File: src/rtl/bchecc_gfdiv_pkg.sv
// bchecc_gfdiv_pkg: GF(2^13) constants, FSM states and the polynomial reduction shared by the squarer and multiplier
package bchecc_gfdiv_pkg;
  localparam int GF_M = 13;
  localparam int GF_ITER = 12;
  localparam logic [GF_M-1:0] GF_POLY = 13'h001B;
  typedef enum logic [1:0] {IDLE = 2'd0, INV = 2'd1, MUL = 2'd2} state_t;
  function automatic logic [GF_M-1:0] gf_reduce(input logic [2*GF_M-2:0] p);
    logic [2*GF_M-2:0] v;
    v = p;
    for (int i = 2*GF_M-2; i >= GF_M; i--)
      if (v[i]) v[i-GF_M +: GF_M+1] = v[i-GF_M +: GF_M+1] ^ {1'b1, GF_POLY};
    return v[GF_M-1:0];
  endfunction
endpackage

File: src/rtl/bchecc_gfmult.sv
// bchecc_gfmult: combinational GF(2^13) multiplier, carry-free product reduced by x^13+x^4+x^3+x+1
module bchecc_gfmult
  import bchecc_gfdiv_pkg::*;
(
  input  logic [GF_M-1:0] i_a,
  input  logic [GF_M-1:0] i_b,
  output logic [GF_M-1:0] o_p
);
  logic [2*GF_M-2:0] w_p;
  // XOR-accumulate shifted copies of a, then reduce
  always_comb begin
    w_p = '0;
    for (int i = 0; i < GF_M; i++) if (i_b[i]) w_p = w_p ^ ((2*GF_M-1)'(i_a) << i);
    o_p = gf_reduce(w_p);
  end
endmodule

File: src/rtl/bchecc_gfsqr.sv
// bchecc_gfsqr: combinational GF(2^13) squarer; squaring is linear, so bits spread to even powers then reduce
module bchecc_gfsqr
  import bchecc_gfdiv_pkg::*;
(
  input  logic [GF_M-1:0] i_a,
  output logic [GF_M-1:0] o_sq
);
  logic [2*GF_M-2:0] w_sp;
  // interleave zeros between input bits and fold the high half back into the field
  always_comb begin
    w_sp = '0;
    for (int i = 0; i < GF_M; i++) w_sp[2*i] = i_a[i];
    o_sq = gf_reduce(w_sp);
  end
endmodule

File: src/rtl/bchecc_gfdiv.sv
// bchecc_gfdiv: sequential GF(2^13) divider via den^(2^13-2) square-and-multiply; option BCHECC_GFDIV_EARLY_DZ_EN
module bchecc_gfdiv
  import bchecc_gfdiv_pkg::*;
(
  input  logic            clk,
  input  logic            rst_n,
  input  logic            start_i,
  input  logic [GF_M-1:0] num_i,
  input  logic [GF_M-1:0] den_i,
  output logic            busy_o,
  output logic            done_o,
  output logic [GF_M-1:0] quo_o,
  output logic            dz_o
);
  state_t          r_state, w_next;
  logic [GF_M-1:0] r_s, r_r, r_num, r_quo;
  logic [3:0]      r_cnt;
  logic            r_dz, r_dz_o, r_done;
  logic [GF_M-1:0] w_sq, w_a, w_b, w_prod;
  logic            w_acc;
  bchecc_gfsqr u_sqr (.i_a(r_s), .o_sq(w_sq));
  bchecc_gfmult u_mul (.i_a(w_a), .i_b(w_b), .o_p(w_prod));
  assign w_acc = (r_state == IDLE) && start_i;
  assign w_a = (r_state == MUL) ? r_num : r_r;
  assign w_b = (r_state == MUL) ? r_r : w_sq;
  assign done_o = r_done;
  assign quo_o = r_quo;
  assign dz_o = r_dz_o;
`ifdef BCHECC_GFDIV_EARLY_DZ_EN
  // a zero divisor jumps straight to MUL, which forces the quotient to 0 one edge later
  always_comb begin
    w_next = w_acc ? ((den_i == '0) ? MUL : INV)
           : (r_state == INV && r_cnt == 4'(GF_ITER-1)) ? MUL
           : (r_state == MUL) ? IDLE : r_state;
  end
  assign busy_o = (r_state != IDLE) | (r_done & ~r_dz_o);
`else
  // fixed sequence IDLE -> 12x INV -> MUL -> IDLE regardless of operands
  always_comb begin
    w_next = w_acc ? INV
           : (r_state == INV && r_cnt == 4'(GF_ITER-1)) ? MUL
           : (r_state == MUL) ? IDLE : r_state;
  end
  assign busy_o = (r_state != IDLE) | r_done;
`endif
  // datapath: latch operands, iterate s<=s^2 / r<=r*s^2, then num*r into the held result
  always_ff @(posedge clk) begin
    if (!rst_n) begin
      r_state <= IDLE;
      r_s <= '0;
      r_r <= '0;
      r_num <= '0;
      r_cnt <= '0;
      r_dz <= 1'b0;
      r_dz_o <= 1'b0;
      r_quo <= '0;
      r_done <= 1'b0;
    end else begin
      r_state <= w_next;
      r_done <= 1'b0;
      if (w_acc) begin
        r_num <= num_i;
        r_s <= den_i;
        r_r <= 13'h0001;
        r_cnt <= '0;
        r_dz <= (den_i == '0);
      end
      if (r_state == INV) begin
        r_s <= w_sq;
        r_r <= w_prod;
        r_cnt <= r_cnt + 4'd1;
      end
      if (r_state == MUL) begin
        r_quo <= r_dz ? '0 : w_prod;
        r_dz_o <= r_dz;
        r_done <= 1'b1;
      end
    end
  end
endmodule

File: config.mk
export PLATFORM = sky130hd
export DESIGN_NAME = bchecc_gfdiv
export DESIGN_NICKNAME = d
export VERILOG_FILES = /design/src/rtl/bchecc_gfdiv_pkg.sv /design/src/rtl/bchecc_gfmult.sv /design/src/rtl/bchecc_gfsqr.sv /design/src/rtl/bchecc_gfdiv.sv
export SDC_FILE = /design/constraint.sdc
export NUM_CORES = 1
export LEC_CHECK = 0
export BUFFER_PORTS_ARGS = -buffer_cell sky130_fd_sc_hd__buf_2
export CORE_UTILIZATION = 56
export DETAILED_ROUTE_END_ITERATION = 7
export HOLD_SLACK_MARGIN = 0.15
export PLACE_DENSITY_LB_ADDON = 0.25
export SKIP_LAST_GASP = 1
export SLEW_MARGIN = 20
export SYNTH_ARGS = -nofsm -noshare
export SYNTH_HDL_FRONTEND = slang
export SYNTH_SLANG_ARGS = --single-unit
File: constraint.sdc
create_clock -name clk -period 2.89 [get_ports clk]
set_input_delay 0.1445 -clock clk [delete_from_list [all_inputs] [get_ports clk]]
set_output_delay 0.1445 -clock clk [all_outputs]
set_load 0.01 [all_outputs]
==> flow_metrics.env <==
export IMPL_synth_top_area_share_pct=19.3
export IMPL_cts_buffers=9
export IMPL_arrival_ns=3.64
export IMPL_hold_viol=0
export IMPL_grt_pass1_vias=6659
export IMPL_diodes=0
export IMPL_syn_area_mm2=0.00633
export IMPL_final_common_cell="buf_4"
export IMPL_die_h_um=108
export IMPL_routed_wl_um=30000
export IMPL_core_mm2=0.0109
export IMPL_critical_path_class="reg2reg"
export IMPL_synth_largest_area_cell="dfxtp_1"
export IMPL_drt_initial_drc_count=1161
export IMPL_hpwl_um=15900
export IMPL_finalSetupViolations=26
export IMPL_overflow=0
export IMPL_htreeDepth=3
export IMPL_rows=38
export IMPL_vias=7737
export IMPL_failed_checks="negative setup slack"
export IMPL_critPathRequiredTime_ns=3.13
export IMPL_area_growth_pct=54.5
export IMPL_hp_start="den_i[1]"
export IMPL_clockRootBuffer="clkbuf_16"
export IMPL_pwr_share_clk_pct=9.4
export IMPL_setup_tns_ns=-9.00
export IMPL_setup_ws_ns=-0.507
export IMPL_status="finished, violations left"
export IMPL_multi_input_area_mm2=0.00565
export IMPL_viasPerCell=6.69
export IMPL_whs_endpoint="r_s[1]"
export IMPL_ys_warn_count=0
export IMPL_grt_usage_pct=42.4
export IMPL_fp_dieW_um=108
export IMPL_hold_ws_ns=0.128
export IMPL_nFillCells=441
export IMPL_power_frac_comb_pct=81.2
export IMPL_gp_congestion=0.967
export IMPL_grt_pass1_wl_um=36900
export IMPL_p_total_mw=12.2
export IMPL_p_sw_share_pct=44.9
export IMPL_clk_pin_slew_ns=0.06
export IMPL_port_buffers=44
export IMPL_clkSinkCount=61
export IMPL_r2r_slack_ns=-0.51
export IMPL_fin_crit_sh_pct=118
export IMPL_power_leakage_nw=4.15
export IMPL_r2r_start="r_num[12]"
export IMPL_ys_flop_type="dfxtp_1"
export IMPL_fin_crit_ns=3.40
export IMPL_grt_max_degree=36
export IMPL_worst_setup_path_start_kind="flop"
export IMPL_critPathMaxFanout=8
export IMPL_dpl_worst_slack_ns=-0.314
export IMPL_synth_edf_count=0
export IMPL_rsz0062_at_grt="true"
export IMPL_drive_above_1_share_pct=44.1
export IMPL_ys_types=68
export IMPL_tritoncts="yes"
export IMPL_wire_per_inst_um=25.9
export IMPL_syn_inst=768
export IMPL_synth_top_cells_by_area="dfxtp_1, xnor2_1, nor2_1"
export IMPL_synth_nets=798
export IMPL_endpoint_kind="flop"
export IMPL_async_flop_share_pct=0
export IMPL_regArea_mm2=0.00125
export IMPL_antenna_left=0
export IMPL_first_pass_iters=8
export IMPL_syn_area_per_cell_um2=8.24
export IMPL_hp_class="in2reg"
export IMPL_drc=0
export IMPL_power_frac_seq_pct=9.4
export IMPL_dieArea_mm2=0.0117
export IMPL_clock_latency_ns=0.35
export IMPL_drv_cap=0
export IMPL_synth_seq_cells=61
export IMPL_max_freq_mhz=294
export IMPL_start_util_pct=57.9
export IMPL_worstHoldPathCells=3
export IMPL_yosysSeqAreaShare_pct=19.3
export IMPL_ios=45
export IMPL_powerDensity_mw_per_mm2=1240
export IMPL_worst_r2r_cell_count=12
export IMPL_finalMaxSlewViolations=0
export IMPL_p_int_mw=6.71
export IMPL_fin_skew_ns=0.0116
export IMPL_final_nets=1042
export IMPL_vdd_drop_max_mv=1.46
export IMPL_antenna_found_initial=0
export IMPL_cts_path_max_buffers=2
export IMPL_reg2reg_to="quo_o[3]"
export IMPL_p_switching_mw=5.46
export IMPL_tightest_slew_ns=0.757
export IMPL_relSlewSlack_pct=49.5
export IMPL_mostFrequentLayoutCells="buf_4, nor2_1, nand2_1"
==> layer usage <==
metal / GRT usage [%] / part of all wire, % / vias to the layer above
met4: 15.4 / 8.5 / 0
li1: - / - / 3075
met1: 54.6 / 34 / 3572
met3: 10.6 / 14 / 315
met2: 68.6 / 44 / 775
met5: 0 / 0 / -
==> stage by stage <==
step / instance area [um2] / util, % / cells
floorplan: 6370 / - / 768
global placement: 7720 / 70.6 / 1054
detailed placement: 7720 / 70.6 / 1054
CTS: 9030 / 82.6 / 1130
global route: 9780 / 89.4 / 1157
finish: 9780 / 89.4 / 1157
==> Yosys cell counts (5+ instances only) <==
cell type	instances
o21ai_0	18
xor2_1	44
nor2_1	150
xnor3_2	6
nand3_1	16
nor2b_1	16
nor3b_1	5
buf_2	13
a32oi_1	9
o31ai_1	5
clkbuf_1	28
xnor2_1	99
mux2i_1	14
a31oi_1	6
a22oi_1	10
a211oi_1	11
buf_6	10
nand4_1	7
xnor3_1	22
a21boi_0	23
mux2i_2	6
a21oi_1	7
nand2_1	77
nor3_1	5
buf_4	6
and2_1	13
dfxtp_1	61
==> registers in the layout, summed over array words and instances (netlist names), 2 cells and up <==
register / cells
r_cnt: 4
r_num: 13
r_s: 13
r_r: 13
r_state: 2
quo_o: 13
==> final cells by class <==
cell class | instances | area share, %
Timing Repair Buffer | 293 | 24.5
Clock buffer | 9 | 2.30
Sequential cell | 61 | 12.8
Clock inverter | 7 | 0.755
Multi-Input combinational cell | 643 | 57.7
Tap cell | 140 | 1.79
Inverter | 4 | 0.154
==> kinds of logic after synthesis <==
logic type	after synthesis	synth area share [%]
flops	61	19.3
compound gates	121	13.9
fa+ha+maj	1	0.198
buf+inv	66	5.97
mux	26	5.42
xor+xnor	181	33.0
simple gates	312	22.2
==> what timing repair did <==
item | CTS | global route
hold buffers | 20 | 0
endpoints found under the setup margin | 26 | 26
hold endpoints to repair | 21 | 0
gates cloned | 2 | 0
gates resized for setup | 101 | 100
setup buffers | 41 | 28
pin swaps | 49 | 60
==> power by group through the flow <==
stage / clock, mW / combinational [mW] / sequential, mW
floorplan: 0 / 4.12 / 1.03
global placement: 0 / 6.43 / 1.12
detailed placement: 0 / 6.50 / 1.12
CTS: 1.12 / 7.51 / 1.11
global route: 1.16 / 10.1 / 1.14
finish: 1.14 / 9.88 / 1.15
==> worst max-delay path by stage <==
stage               startpoint  endpoint  slack [ns]  cells after the start
global route         r_num[12]  quo_o[4]       -0.56                     11
CTS                    r_s[10]  quo_o[9]       -0.20                     10
global placement       r_s[10]    r_r[7]       -0.32                     10
finish               r_num[12]  quo_o[3]       -0.51                     12
detailed placement     r_s[10]    r_r[7]       -0.31                     10
floorplan           r_state[0]   r_r[10]        0.02                     14
==> critical path, cell delays in order, from the launching register on <==
cell and delay [ns]:
dfxtp_1 0.36, buf_4 0.23, nand2_1 0.13, xnor2_1 0.53, o22ai_2 0.17, a31oi_1 0.25
xnor3_1 0.48, xnor2_2 0.16, xnor2_2 0.24, buf_6 0.17, xnor3_1 0.36, a22oi_2 0.14
nor2b_1 0.07
Note: power is estimated with default switching activity, not from simulation.
